$ cat config.mk
export PLATFORM = sky130hd
export DESIGN_NAME = decoder_arbiter_flat
export DESIGN_NICKNAME = d
export VERILOG_FILES = /design/src/rtl/decoder_arbiter_if.sv /design/src/rtl/decoder_arbiter.sv /design/src/flat_wrapper.sv
export SDC_FILE = /design/constraint.sdc
export NUM_CORES = 1
export LEC_CHECK = 0
export ABC_CLOCK_PERIOD_IN_PS = 3700
export CAP_MARGIN = 20
export CELL_PAD_IN_SITES_DETAIL_PLACEMENT = 0
export CELL_PAD_IN_SITES_GLOBAL_PLACEMENT = 1
export CORE_AREA = 2 2 91 93
export DETAILED_ROUTE_END_ITERATION = 8
export DIE_AREA = 0 0 93 95
export PLACE_DENSITY_LB_ADDON = 0.1
export SLEW_MARGIN = 30
export SYNTH_ARGS = -nofsm -noshare
export SYNTH_HDL_FRONTEND = slang
export SYNTH_SLANG_ARGS = --single-unit
export TNS_END_PERCENT = 100
$ cat constraint.sdc
create_clock -name clk -period 3.7 [get_ports clk]
set_input_delay 0.74 -clock clk [delete_from_list [all_inputs] [get_ports clk]]
set_output_delay 0.74 -clock clk [all_outputs]
set_load 0.01 [all_outputs]
$ cat src/rtl/decoder_arbiter_if.sv
// Codeword request / result bus between two producers, the decode engine and one consumer.
interface decoder_arbiter_if;
   logic        req0_valid;
   logic [11:0] req0_cx;
   logic        req0_ready;
   logic        req1_valid;
   logic [11:0] req1_cx;
   logic        req1_ready;
   logic        out_valid;
   logic [6:0]  out_data;
   logic        out_id;
   logic [1:0]  out_status;
   logic        out_ready;

   // Producer/consumer side
   modport master (
      output req0_valid, req0_cx, req1_valid, req1_cx, out_ready,
      input  req0_ready, req1_ready, out_valid, out_data, out_id, out_status
   );

   // Decode engine side
   modport slave (
      input  req0_valid, req0_cx, req1_valid, req1_cx, out_ready,
      output req0_ready, req1_ready, out_valid, out_data, out_id, out_status
   );
endinterface

$ cat src/rtl/decoder_arbiter.sv
// Two-port round-robin arbiter feeding a two-stage 12-bit codeword decoder,
// with saturating corrected/uncorrectable result counters.
module decoder_arbiter #(
   parameter int unsigned CNT_W = 16
) (
   input  logic               clk,
   input  logic               rst,
   decoder_arbiter_if.slave   bus,
   input  logic               cnt_clear,
   output logic [CNT_W-1:0]   cnt_corr,
   output logic [CNT_W-1:0]   cnt_uncorr
);

   typedef enum logic [1:0] {
      ST_CLEAN   = 2'b00,
      ST_CORR    = 2'b01,
      ST_UNCORR  = 2'b10
   } status_e;

   logic              prio_q, prio_d;
   logic              s1_valid_q, s1_valid_d;
   logic [11:0]       s1_cx_q, s1_cx_d;
   logic              s1_id_q, s1_id_d;
   logic              out_valid_q, out_valid_d;
   logic [6:0]        out_data_q, out_data_d;
   logic              out_id_q, out_id_d;
   status_e           out_status_q, out_status_d;
   logic [CNT_W-1:0]  cnt_corr_q, cnt_corr_d;
   logic [CNT_W-1:0]  cnt_uncorr_q, cnt_uncorr_d;

   logic              gnt_vld, gnt_id;
   logic              s2_adv, s1_can_load, accept, out_hs;
   logic [4:0]        syn;
   logic [6:0]        flip_mask;
   logic [6:0]        dec_data;
   status_e           dec_status;

   assign s2_adv      = !out_valid_q || bus.out_ready;
   assign s1_can_load = !s1_valid_q || s2_adv;
   assign accept      = gnt_vld && s1_can_load && !rst;
   assign out_hs      = out_valid_q && bus.out_ready;

   // Round-robin grant: a lone requester always wins, contention goes to prio
   always_comb begin
      gnt_vld = bus.req0_valid || bus.req1_valid;
      if (bus.req0_valid && bus.req1_valid) gnt_id = prio_q;
      else                                  gnt_id = bus.req1_valid;
   end

   // Syndrome and correction of the stage-1 codeword
   always_comb begin
      syn[0] = ^{s1_cx_q[0], s1_cx_q[1], s1_cx_q[5], s1_cx_q[6], s1_cx_q[7]};
      syn[1] = ^{s1_cx_q[0], s1_cx_q[2], s1_cx_q[4], s1_cx_q[5], s1_cx_q[8]};
      syn[2] = ^{s1_cx_q[0], s1_cx_q[1], s1_cx_q[3], s1_cx_q[5], s1_cx_q[6], s1_cx_q[9]};
      syn[3] = ^{s1_cx_q[0], s1_cx_q[1], s1_cx_q[3], s1_cx_q[5], s1_cx_q[6], s1_cx_q[10]};
      syn[4] = ^{s1_cx_q[1], s1_cx_q[3], s1_cx_q[5], s1_cx_q[6], s1_cx_q[11]};
      flip_mask  = '0;
      dec_status = ST_UNCORR;
      case (syn)
         5'b00000: dec_status = ST_CLEAN;
         5'b01111: begin dec_status = ST_CORR; flip_mask = 7'b000_0001; end
         5'b11100: begin dec_status = ST_CORR; flip_mask = 7'b000_1000; end
         5'b11111: begin dec_status = ST_CORR; flip_mask = 7'b010_0000; end
         // check-bit flips: status corrected, data untouched
         5'b00001, 5'b00100,
         5'b01000, 5'b10000: dec_status = ST_CORR;
         default:            dec_status = ST_UNCORR;
      endcase
      dec_data = s1_cx_q[6:0] ^ flip_mask;
   end

   // Next state for arbiter pointer, both pipeline stages and counters
   always_comb begin
      prio_d       = prio_q;
      s1_valid_d   = s1_valid_q;
      s1_cx_d      = s1_cx_q;
      s1_id_d      = s1_id_q;
      out_valid_d  = out_valid_q;
      out_data_d   = out_data_q;
      out_id_d     = out_id_q;
      out_status_d = out_status_q;
      cnt_corr_d   = cnt_corr_q;
      cnt_uncorr_d = cnt_uncorr_q;

      if (accept) begin
         prio_d     = ~gnt_id;
         s1_valid_d = 1'b1;
         s1_cx_d    = gnt_id ? bus.req1_cx : bus.req0_cx;
         s1_id_d    = gnt_id;
      end else if (s2_adv) begin
         s1_valid_d = 1'b0;
      end

      if (s2_adv) begin
         out_valid_d = s1_valid_q;
         if (s1_valid_q) begin
            out_data_d   = dec_data;
            out_id_d     = s1_id_q;
            out_status_d = dec_status;
         end
      end

      if (cnt_clear) begin
         cnt_corr_d   = '0;
         cnt_uncorr_d = '0;
      end else if (out_hs) begin
         if (out_status_q == ST_CORR && cnt_corr_q != '1)
            cnt_corr_d = cnt_corr_q + CNT_W'(1);
         if (out_status_q == ST_UNCORR && cnt_uncorr_q != '1)
            cnt_uncorr_d = cnt_uncorr_q + CNT_W'(1);
      end
   end

   // State registers with synchronous reset
   always_ff @(posedge clk) begin
      if (rst) begin
         prio_q       <= 1'b0;
         s1_valid_q   <= 1'b0;
         s1_cx_q      <= '0;
         s1_id_q      <= 1'b0;
         out_valid_q  <= 1'b0;
         out_data_q   <= '0;
         out_id_q     <= 1'b0;
         out_status_q <= ST_CLEAN;
         cnt_corr_q   <= '0;
         cnt_uncorr_q <= '0;
      end else begin
         prio_q       <= prio_d;
         s1_valid_q   <= s1_valid_d;
         s1_cx_q      <= s1_cx_d;
         s1_id_q      <= s1_id_d;
         out_valid_q  <= out_valid_d;
         out_data_q   <= out_data_d;
         out_id_q     <= out_id_d;
         out_status_q <= out_status_d;
         cnt_corr_q   <= cnt_corr_d;
         cnt_uncorr_q <= cnt_uncorr_d;
      end
   end

   assign bus.req0_ready = accept && !gnt_id;
   assign bus.req1_ready = accept &&  gnt_id;
   assign bus.out_valid  = out_valid_q;
   assign bus.out_data   = out_data_q;
   assign bus.out_id     = out_id_q;
   assign bus.out_status = out_status_q;
   assign cnt_corr       = cnt_corr_q;
   assign cnt_uncorr     = cnt_uncorr_q;

endmodule

$ cat src/flat_wrapper.sv
// flat-port wrapper written by rule: the top's interface ports become plain ports
module decoder_arbiter_flat 
#(
   parameter int unsigned CNT_W = 16
)
  (clk, rst, cnt_clear, cnt_corr, cnt_uncorr, bus_req0_valid, bus_req0_cx, bus_req1_valid, bus_req1_cx, bus_out_ready, bus_req0_ready, bus_req1_ready, bus_out_valid, bus_out_data, bus_out_id, bus_out_status);
  decoder_arbiter_if bus_i ();
  input  logic clk;
  input  logic rst;
  input  logic cnt_clear;
  output logic [CNT_W-1:0] cnt_corr;
  output logic [CNT_W-1:0] cnt_uncorr;
  input wire logic [$bits(bus_i.req0_valid)-1:0] bus_req0_valid;
  input wire logic [$bits(bus_i.req0_cx)-1:0] bus_req0_cx;
  input wire logic [$bits(bus_i.req1_valid)-1:0] bus_req1_valid;
  input wire logic [$bits(bus_i.req1_cx)-1:0] bus_req1_cx;
  input wire logic [$bits(bus_i.out_ready)-1:0] bus_out_ready;
  output wire logic [$bits(bus_i.req0_ready)-1:0] bus_req0_ready;
  output wire logic [$bits(bus_i.req1_ready)-1:0] bus_req1_ready;
  output wire logic [$bits(bus_i.out_valid)-1:0] bus_out_valid;
  output wire logic [$bits(bus_i.out_data)-1:0] bus_out_data;
  output wire logic [$bits(bus_i.out_id)-1:0] bus_out_id;
  output wire logic [$bits(bus_i.out_status)-1:0] bus_out_status;
  assign bus_i.req0_valid = bus_req0_valid;
  assign bus_i.req0_cx = bus_req0_cx;
  assign bus_i.req1_valid = bus_req1_valid;
  assign bus_i.req1_cx = bus_req1_cx;
  assign bus_i.out_ready = bus_out_ready;
  assign bus_req0_ready = bus_i.req0_ready;
  assign bus_req1_ready = bus_i.req1_ready;
  assign bus_out_valid = bus_i.out_valid;
  assign bus_out_data = bus_i.out_data;
  assign bus_out_id = bus_i.out_id;
  assign bus_out_status = bus_i.out_status;
  decoder_arbiter #(.CNT_W(CNT_W)) u_core (.clk(clk), .rst(rst), .bus(bus_i), .cnt_clear(cnt_clear), .cnt_corr(cnt_corr), .cnt_uncorr(cnt_uncorr));
endmodule
==> metrics <==
status=completed; initial cell density of the core=between 30% and 40%; Peak Freq=around 320 MHz; Tmin final=3.12 ns; Pre-antenna DRT Iters=5; Gates resized, CTS repair=0; via/cell ratio=5.29; Relative slew margins=between 50 and 60%; async set-reset flop share out of synthesis=0%; die width=93 um; cells on worst reg2reg path=5; top cells by count, synth=58 x dfxtp_1, 49 x nor2_1, 27 x xnor2_1; Tightest Pin Transition=~0.65 ns; Synth top area share=between 30% and 40%; unrepaired setup endpoints after global routing=false; Core Rows=33; full die area=8840 sq um; Req. time, crit path=between 2 and 3 ns; Slew Viols, Final=0; Reg2Reg Launch Point=u_core.s1_cx_q[0]$_SDFFE_PP0P_; CP Class=in -> out; crit path cell chain=clkdlybuf4s50_1, nor2b_1, a21oi_1, and3_1, clkdlybuf4s50_1; Clock H-tree levels=3; reg2reg end=u_core.bus.out_status[1]$_SDFFE_PP0P_; setup_tns=0 ns; Hold Crit Start=u_core.bus.out_id$_SDFFE_PP0P_; postcts setup bufs=0; DRC=0; Max Cap Viol=0; DRT Wirelength=between 7 and 8 mm; CTS buffer count=9; Hold Path Sink=u_core.bus.out_id$_SDFFE_PP0P_; worst path arrival time=around 2.4 ns; clk_skew=~0.0094 ns; Mapped Avg Cell Area=8.63 sq um; ANT cells=0; sequential fraction of the synthesis area=about 39%; Routability Congestion=just under 0.9; vias in the first global route=approximately 2600; grt total ovfl=0; initial antenna violation count=0; top cells by area, synth=dfxtp_1 39%, xnor2_1 7.9%, nor2_1 6.2%; Largest delay share family, worst path=buffers and inverters; post-DP HPWL=5.46 mm; YS warnings=0; via count=between 2000 and 3000; Final setup viols=0; startpoint type of the worst setup path=input pin; most frequently used flop master after synthesis=dfxtp_1; unique cell type count in the Yosys netlist=50; CP endpoint kind=output pin; global-route wire length before repair=between 10 and 15 mm; Yosys reg bits=between 50 and 60; Max VDD drop=between 0.15 and 0.2 mV; EDFF count, synth=0; Min-Delay Path Class=reg -> reg; CTS sink count=58; I/O pins=75; Worst R2R Setup Slack=around 1.4 ns; post-layout util=51.1%; crit-path max FO=4; CP bufs+invs=2; clk root buf=clkbuf_8; most frequent CP cell=clkdlybuf4s50_1; Hold Buf Count CTS=0; hold slack=0.460 ns; Period Utilization, post-route=84.2%; fin worst setup slack=about 0.6 ns; share of cells above drive strength 1=under 10%; GRT Util Overall=between 15 and 20%; Core Area=7930 sq um; WHS Path Cells=2; Netlist Area Pre-Place=about 3000 sq um; Final ANT Viol Nets=0; worst skew pair latency=between 0.3 and 0.4 ns; Leak=around 1.3 nW; Synth area leader=dfxtp_1; CTS clk-pin slew, worst paths=approximately 0.070 ns; Layout Nets=448; Post-Syn Instances=approximately 350; most common cell in the synthesized netlist=dfxtp_1; PD cells=between 300 and 400 nW/um^2; CP max-delay cell=clkdlybuf4s50_1; PortBufs=74; crit-path max cell delay=0.56 ns; pin count of the biggest net entering global routing=34; overall power=1.59 mW; final hold violation count=0; DP Worst Slack=~0.57 ns; worst-case clock buffer depth=2; Fillers=approximately 810; Area Growth Syn to Fin=36.1%; Die Ht=around 95 um; drt wl/cell=about 14 um; CTS tree=done; syn_nets=approximately 380; DR iter-0 viols=90
-- state kept, by name, indices dropped and copies added, names as in the netlist --
signal and flops:
u_core.bus.out_data 7, u_core.cnt_corr 16, u_core.s1_id_q 1, u_core.s1_cx_q 12, u_core.bus.out_valid 1, u_core.s1_valid_q 1
u_core.prio_q 1, u_core.cnt_uncorr 16, u_core.bus.out_status 2, u_core.bus.out_id 1
-- how the worst max path moves through the flow --
stage,from,endpoint,depth (start not counted)
2_1_floorplan,bus_out_ready,bus_req0_ready,5
3_3_place_gp,bus_out_ready,bus_req0_ready,5
3_5_place_dp,bus_out_ready,bus_req0_ready,5
4_1_cts,bus_out_ready,bus_req0_ready,5
5_1_grt,bus_out_ready,bus_req1_ready,5
6_report,bus_out_ready,bus_req0_ready,5
-- worst min-delay path: cells and delay by family, from the launching register on --
family / cells / cell delay (ns)
simple gates: 1 / 0.05
compound gates: 1 / 0.05
flops: 1 / 0.31
-- power breakdown --
group / leakage [nW] / internal [mW] / total [mW] / switching, mW
clock network: 0.109 / 0.398 / 0.673 / 0.274
registers: 0.471 / 0.644 / 0.669 / 0.0245
logic: 0.764 / 0.129 / 0.246 / 0.118
-- kinds of logic after synthesis --
logic type                 Yosys count  synth area share, %
and+or+nand+nor                    148                 24.9
AOI/OAI and AO/OA                   64                 15.5
DFF                                 58                 39.0
xor gates and xnor gates            35                 12.1
buffers and inverters               28                 3.57
muxes                               10                 4.04
adders and majority gates            2                0.841
-- per-layer routing --
layer	vias up	global-route usage, %	share of wire, %
li1	1403	-	-
met1	1295	21.7	45
met2	75	30.7	49
met3	11	3.43	4.9
met4	0	6.99	1.7
met5	-	0	0
-- placed cells by master (no fill, tap or decap), drive strengths merged, types with 4 or more instances in the layout --
cell type / n
buf: 7
o21ai: 6
a21oi: 18
nand2: 26
a211oi: 10
nor2: 49
or3: 6
and3: 11
nand4: 11
a222oi: 12
xor2: 4
clkbuf: 10
xnor2: 29
clkdlybuf4s50: 74
nor4: 4
dfxtp: 58
nor3: 6
inv: 8
mux2i: 6
nand3: 15
a2111oi: 4
-- final cells by class --
| cell class | count | area, sq um | area share, % |
|---|---|---|---|
| Multi-Input combinational cell | 259 | 1710 | 42.3 |
| Timing Repair Buffer | 81 | 793 | 19.6 |
| Clock buffer | 10 | 138 | 3.40 |
| Inverter | 7 | 26.3 | 0.648 |
| Tap cell | 105 | 131 | 3.24 |
| Clock inverter | 6 | 88.8 | 2.19 |
| Sequential cell | 58 | 1160 | 28.7 |
-- through the flow --
step | cell area, sq um | std cells
after detailed placement | 3820 | 510
after CTS | 4050 | 526
after global placement | 3820 | 510
after floorplan | 2980 | 345
final | 4050 | 526
after global routing | 4050 | 526
No activity file was read; power rests on OpenSTA's default activity.
